--- config.mk ---
export PLATFORM = sky130hd
export DESIGN_NAME = alsu_arbiter
export DESIGN_NICKNAME = d
export VERILOG_FILES = /design/src/rtl/alsu_arbiter.sv
export SDC_FILE = /design/constraint.sdc
export NUM_CORES = 1
export LEC_CHECK = 0
export BUFFER_PORTS_ARGS = -buffer_cell sky130_fd_sc_hd__clkbuf_2
export CAP_MARGIN = 20
export CORE_MARGIN = 2
export CORE_UTILIZATION = 45
export CTS_CLUSTER_SIZE = 28
export DETAILED_ROUTE_END_ITERATION = 8
export GPL_TIMING_DRIVEN = 1
export PLACE_DENSITY = 0.79
export SLEW_MARGIN = 5
export SYNTH_ARGS = -nofsm -noshare
export SYNTH_HDL_FRONTEND = slang
export SYNTH_SLANG_ARGS = --single-unit
--- constraint.sdc ---
create_clock -name clk -period 2.2 [get_ports clk]
set_input_delay 0.44 -clock clk [delete_from_list [all_inputs] [get_ports clk]]
set_output_delay 0.44 -clock clk [all_outputs]
set_load 0.05 [all_outputs]
--- src/rtl/alsu_arbiter.sv ---
// alsu_arbiter: two-port round-robin front end sharing one ALSU.
// One command in flight; the result goes back to the port that issued it.

module alsu_arbiter #(
  parameter int ALSU_LAT = 2
) (
  input  logic              clk,
  input  logic              reset,
  input  logic              req0_valid,
  input  logic              req1_valid,
  output logic              req0_ready,
  output logic              req1_ready,
  input  logic [15:0]       req0_cmd,
  input  logic [15:0]       req1_cmd,
  output logic              rsp0_valid,
  output logic              rsp1_valid,
  input  logic              rsp0_ready,
  input  logic              rsp1_ready,
  output logic signed [5:0] rsp_data,
  output logic              rsp_err,
  output logic [2:0]        alsu_opcode,
  output logic signed [2:0] alsu_A,
  output logic signed [2:0] alsu_B,
  output logic              alsu_cin,
  output logic              alsu_serial_in,
  output logic              alsu_direction,
  output logic              alsu_red_op_A,
  output logic              alsu_red_op_B,
  output logic              alsu_bypass_A,
  output logic              alsu_bypass_B,
  input  logic signed [5:0] alsu_out,
  input  logic [15:0]       alsu_leds,
  output logic              busy,
  output logic [7:0]        err_cnt
);

  typedef enum logic [1:0] {
    IDLE = 2'd0,
    WAIT = 2'd1,
    RESP = 2'd2
  } state_t;

  localparam logic [2:0] LAT = 3'(ALSU_LAT);

  state_t      state;
  logic        owner;
  logic        last_grant;
  logic [2:0]  cnt;
  logic        gnt0;
  logic        gnt1;
  logic [15:0] cmd;
  logic        rsp_take;
  logic        err_now;

  // Round-robin grant, offered only while idle; ties go to the
  // port that did not win last time.
  always_comb begin
    gnt0 = 1'b0;
    gnt1 = 1'b0;
    if (state == IDLE) begin
      if (req0_valid && (!req1_valid || last_grant))
        gnt0 = 1'b1;
      else if (req1_valid)
        gnt1 = 1'b1;
    end
  end

  assign req0_ready = gnt0;
  assign req1_ready = gnt1;
  assign cmd        = gnt1 ? req1_cmd : req0_cmd;
  assign busy       = (state != IDLE);
  assign rsp_take   = owner ? rsp1_ready : rsp0_ready;
  assign err_now    = |alsu_leds;

  // Sequencer: load ALSU controls, wait out its latency, hold result.
  always_ff @(posedge clk or posedge reset) begin
    if (reset) begin
      state          <= IDLE;
      owner          <= 1'b0;
      last_grant     <= 1'b1;
      cnt            <= '0;
      rsp0_valid     <= 1'b0;
      rsp1_valid     <= 1'b0;
      rsp_data       <= '0;
      rsp_err        <= 1'b0;
      err_cnt        <= '0;
      alsu_opcode    <= '0;
      alsu_A         <= '0;
      alsu_B         <= '0;
      alsu_cin       <= 1'b0;
      alsu_serial_in <= 1'b0;
      alsu_direction <= 1'b0;
      alsu_red_op_A  <= 1'b0;
      alsu_red_op_B  <= 1'b0;
      alsu_bypass_A  <= 1'b0;
      alsu_bypass_B  <= 1'b0;
    end else begin
      unique case (state)
        IDLE: begin
          if (gnt0 || gnt1) begin
            alsu_opcode    <= cmd[15:13];
            alsu_A         <= cmd[12:10];
            alsu_B         <= cmd[9:7];
            alsu_cin       <= cmd[6];
            alsu_serial_in <= cmd[5];
            alsu_direction <= cmd[4];
            alsu_red_op_A  <= cmd[3];
            alsu_red_op_B  <= cmd[2];
            alsu_bypass_A  <= cmd[1];
            alsu_bypass_B  <= cmd[0];
            owner          <= gnt1;
            last_grant     <= gnt1;
            cnt            <= LAT;
            state          <= WAIT;
          end
        end
        WAIT: begin
          if (cnt == 3'd0) begin
            rsp_data   <= alsu_out;
            rsp_err    <= err_now;
            rsp0_valid <= !owner;
            rsp1_valid <= owner;
            state      <= RESP;
            if (err_now && (err_cnt != 8'hFF))
              err_cnt <= err_cnt + 8'd1;
          end else begin
            cnt <= cnt - 3'd1;
          end
        end
        RESP: begin
          if (rsp_take) begin
            rsp0_valid <= 1'b0;
            rsp1_valid <= 1'b0;
            state      <= IDLE;
          end
        end
        default: state <= IDLE;
      endcase
    end
  end

endmodule

; Word level (Yosys, flattened, before mapping)
; Index checks and enable logic that the tools add are counted.
[totals]
reg_bits = 40
output_inout_bits = 36
wordCells = 65
in_bits = 60
[classes]
addsub = 2
reduce_logical = 18
eq_ne = 7
n_mux = 19
[ops]
columns = operator, count
row1 = 16-bit two-way mux, 1
row2 = 16-bit OR reduction, 1
row3 = 3-bit AND reduction, 4
row4 = 1-bit two-way mux, 9
row5 = 8-bit by 1-bit adder with 8-bit output (second input constant), 1
row6 = 8-bit inequality test (second input constant), 1
row7 = 2-bit two-way mux, 3
row8 = 3-bit two-way mux, 2
row9 = 2-bit inequality test (second input constant), 3
row10 = 2-bit one-hot mux with 3 select lines, 1
row11 = 3-bit one-hot mux with 2 select lines, 1
row12 = 2-bit nonzero test, 3
row13 = 1-bit one-hot mux with 2 select lines, 2
row14 = 2-bit AND reduction, 2
row15 = 3-bit logical NOT, 1
row16 = 3-bit by 1-bit subtractor with 3-bit output (second input constant), 1
row17 = 2-bit by 1-bit == test with 1-bit output (second input constant), 1
row18 = 2-bit == test (second input constant), 1
row19 = 1-bit logical AND, 2
row20 = 1-bit logical NOT, 2
row21 = 2-bit logical NOT, 1
row22 = 1-bit logical OR, 2
row23 = 2-bit by 1-bit inequality test with 1-bit output (second input constant), 1

; Longest topological paths before layout
[logic_depth]
word_depth = 8
depth_mapped = 7
ltp_nobuf = 6

; Least setup slack after synthesis
; Ideal clock, no wire load.
[synth_timing]
path_type = reg2reg
start = register err_cnt[0]
end = register err_cnt[1]
t_arrival_ps = 1818
stages_incl_launch_ff = 6
setup_ps = 125
required_ps = 2075
n_path_buf = 0
path_slack_ps = 257
period_less_slack_ps = 1943
path_cell_list = dfrtp_1 > ha_1 > and4_1 > nand4_1 > nand2_4 > mux2_4
[synth_via]
elab_chain_cells = 3
elab_cells_between_ends = 4
[synth_rtl]
columns = element, line
row1 = "start, declared", 34  ; output logic [7:0] err_cnt
row2 = "start signal, assigned", 125  ; err_cnt <= err_cnt + 8'd1;
row3 = "parallel branches: the longest is 3 deep, another holds 8-bit by 1-bit adder with 8-bit output", -
; Several ways; the timed one is not identified.
; A chain may end at the register's enable or synchronous reset.

; Worst setup path after layout
[layout_timing]
start = register state[1]
end = output req0_ready
[layout_via]
elab_chain_cells = 2
[layout_rtl]
columns = element, line
row1 = "start, declared", 45  ; state_t state;
row2 = "start signal, assigned", 78  ; state <= IDLE;
row3 = "start signal, assigned", 114  ; state <= WAIT;
row4 = "start signal, assigned", 123  ; state <= RESP;
row5 = 2-bit logical NOT, 60  ; if (state == IDLE) begin
row6 = 1-bit two-way mux, 60
row7 = "end, declared", 11  ; output logic req0_ready,
; No other way between the ends.

==> metrics.md <==
| Metric | Value |
|---|---|
| Post-synthesis cell area | `1877 sq um` |
| Layout cells sized above 1 | `39.31%` |
| Antenna diodes | `0` |
| Clock latency on the worst-skew pair | `0.29 ns` |
| Layout area overhead | `34.67%` |
| Num CTS Buffers | `5` |
| ANT nets after route | `0` |
| PnR worst setup slack | `0.09264 ns` |
| Tot GR Track Use | `20.22%` |
| Drc violations | `0` |
| H-tree depth | `2` |
| Register share of total power | `32.8%` |
| Clock Power Share | `12.1%` |
| WL per Instance | `12.67 um` |
| Leak | `1.346 nW` |
| GRT met2 Usage | `31.97%` |
| Max FO, Critical Path | `7` |
| Max Cap Violations | `0` |
| Critical path class | `reg2out` |
| Seq/Total Area, Yosys | `53.40%` |
| Most common cell after layout, fill and taps aside | `clkbuf_2` |
| Final nets | `352` |
| Hold Buf Count CTS | `0` |
| Final core utilization | `63.18%` |
| Die height | `68.58 um` |
| Final Critical Period | `2.107 ns` |
| First-pass GRT wire length | `6927 um` |
| Final Max Slew Viols | `0` |
| RePlAce Congestion | `0.8063` |
| Setup tns final | `0 ns` |
| # fillers | `329` |
| RSZ-0062 raised after global routing | `no` |
| Required time worst endpoint | `1.76 ns` |
| Critical Path AT | `1.67 ns` |
| Fmax | `474.5 MHz` |
| Pre-CTS setup slack | `0.3209 ns` |
| GR Util met3 | `7.305%` |
| PortBufs | `95` |
| Max-slew headroom | `62.83%` |
| Tot Pwr | `0.004057 W` |
| Post-synthesis net count | `251` |
| FF+latch count, synth | `40` |
| CTS Root Cell | `clkbuf_8` |
| Drt total wl | `4309 um` |
| # IOs | `96` |
| Starting Density | `46.92%` |
| Synth warn | `0` |
| Gate power share | `55.2%` |
| Final Hold Vio Count | `0` |
| Slew @ Worst Pin | `0.5565 ns` |
| DR vias | `1730` |
| Final setup skew | `0.004503 ns` |
| Cell area power density | `1605 nW/um^2` |
| Core area | `4000 sq um` |
| GR Overflow Total | `0` |
| # Post-CTS Setup Buffers | `0` |
| Rows | `23` |
| Period utilisation layout | `95.79%` |
| Hold Path Class | `in2async` |
| Die width | `68.58 um` |
| Mean Syn Cell Area | `9.983 sq um` |
| Setup crit start kind | `register` |
| Area leader, netlist | `dfrtp_1` |
| Die area | `4703 sq um` |
| Met1 Usage GRT | `25.13%` |
| Initial antenna violation count | `0` |
| VDD IR max | `0.7148 mV` |
| Vias/cell | `5.088` |
| Post-Synthesis Cells | `188` |
| Placed wire-length estimate | `3266 um` |
| WP buf/inv | `1` |
| Largest stage delay on the critical path | `0.47 ns` |
| Final setup viols | `0` |
| Top delay family on crit path | `simple AND/OR/NAND/NOR gates` |
| Crit path cell chain | `or3b_1, a21oi_4, clkbuf_2` |
| Pin count of the biggest net entering global routing | `41` |
| Slowest CP cell | `or3b_1` |
| TritonCTS clock tree | `built` |
| Synth top area cells | `dfrtp_1 52%, nand2_1 10%, a22oi_1 5.2%, o21ai_0 3.2%, xnor2_1 2.8%` |
| First-pass DRT Iterations | `4` |
| Internal | `0.001940 W` |
| Starting DRC count in detailed routing | `135` |
| Status | `complete, no violations` |
| Post-synth cell types | `38` |
| Max clock buf depth | `2` |
| Final hold slack | `0.2339 ns` |
| Worst-path clk slew | `0.07 ns` |
| Gr busiest metal | `met2` |
| CP Capture Type | `output pin` |
| Most frequent cells in the layout | `94 x clkbuf_2, 50 x nand2_1, 39 x dfrtp_1` |
| Psw | `0.002117 W` |
| PostCTS Resize Cnt | `0` |
| Area share of the largest cell type after synthesis | `52.00%` |
| CTS Sinks | `40` |
| Sw Ratio | `52.18%` |
| Vias in the first global route | `1595` |
## power by group through the flow
stage          registers, W  clock network [W]  logic (W)
2_1_floorplan       0.00222                  0   0.000783
3_3_place_gp        0.00133                  0    0.00221
3_5_place_dp        0.00132                  0    0.00226
4_1_cts             0.00133           0.000513    0.00226
5_1_grt             0.00138           0.000537    0.00242
6_report            0.00133           0.000489    0.00224
## path summary, 6_finish.rpt
path	endpoint	from	depth (start not counted)	slack (ns)
min	alsu_red_op_A$_DFFE_PP0P_	reset	3	0.23
max	req0_ready	state[1]$_DFFE_PP0P_	3	0.09
max reg2reg	err_cnt[1]$_DFFE_PP0P_	cnt[0]$_DFFE_PP0P_	6	0.44
max in group asynchronous	last_grant$_DFFE_PP1P_	reset	3	1.60
min in group clk	rsp_data[0]$_DFFE_PP0P_	alsu_out[0]	3	0.34
min reg2reg	alsu_B[2]$_DFFE_PP0P_	alsu_B[2]$_DFFE_PP0P_	2	0.48
## layer usage
layer  vias up  wire [um]
li1        858          -
met4         0         54
met5         -          0
met3         5        395
met1       781       1941
met2        86       1917
## layout make-up
class,instances,area [sq um],area share (%)
clock buffer,6,82.58,3.267
inverter,8,30.03,1.188
multi-input combinational,134,812.0,32.13
timing repair buffer,100,528.0,20.89
clock inverter,2,10.01,0.3960
sequential,40,1002,39.65
tap,50,62.56,2.475
## sequential cells by signal (all words and copies together), names as in the netlist, 2 cells and up
name	flops
state	2
alsu_A	3
alsu_opcode	3
cnt	3
alsu_B	3
err_cnt	8
rsp_data	6
## Yosys cell counts
master	n
nand2_4	1
a21oi_1	3
o21a_1	1
o21ai_0	12
nand4_1	3
nor2_1	2
mux2_4	1
a41oi_4	1
a21oi_4	1
buf_4	2
nand2_1	50
nor4_1	4
a41oi_1	1
dfstp_2	1
and4_1	2
ha_1	3
a22oi_1	13
o21ai_1	3
mux2i_1	3
and3_1	3
nand2b_1	2
inv_1	8
buf_2	2
and2_1	1
a211oi_1	1
a31oi_1	1
nor3b_1	1
xnor2_1	6
nand4bb_1	1
dfrtp_1	39
or3b_1	2
or4b_2	1
clkbuf_1	2
nor2b_1	4
nand3_1	3
a21o_1	1
nor3_1	2
or3_1	1
## per-stage QoR
| step | instance area [sq um] | cells |
|---|---|---|
| final | 2527 | 340 |
| after floorplan | 1877 | 188 |
| after global placement | 2435 | 332 |
| after CTS | 2527 | 340 |
| after global routing | 2527 | 340 |
| after detailed placement | 2435 | 332 |
## cell families after synthesis
kind of cell	count (synthesis)	share of synthesized area, %
fa+ha+maj	3	2.000
buf+inv	14	3.333
xor+xnor	6	2.800
mux	4	2.400
flops	40	53.40
compound gates	38	14.33
simple gates	83	21.73
## worst register-to-register path: cells and delay by family, from the launching register on
| family | cells | cell delay, ns |
|---|---|---|
| muxes | 1 | 0.30 |
| buffers and inverters | 1 | 0.09 |
| adders and majority gates | 1 | 0.18 |
| DFF | 1 | 0.38 |
| AOI/OAI and AO/OA | 1 | 0.40 |
| and+or+nand+nor | 2 | 0.30 |
No activity file was read; power rests on OpenSTA's default activity.
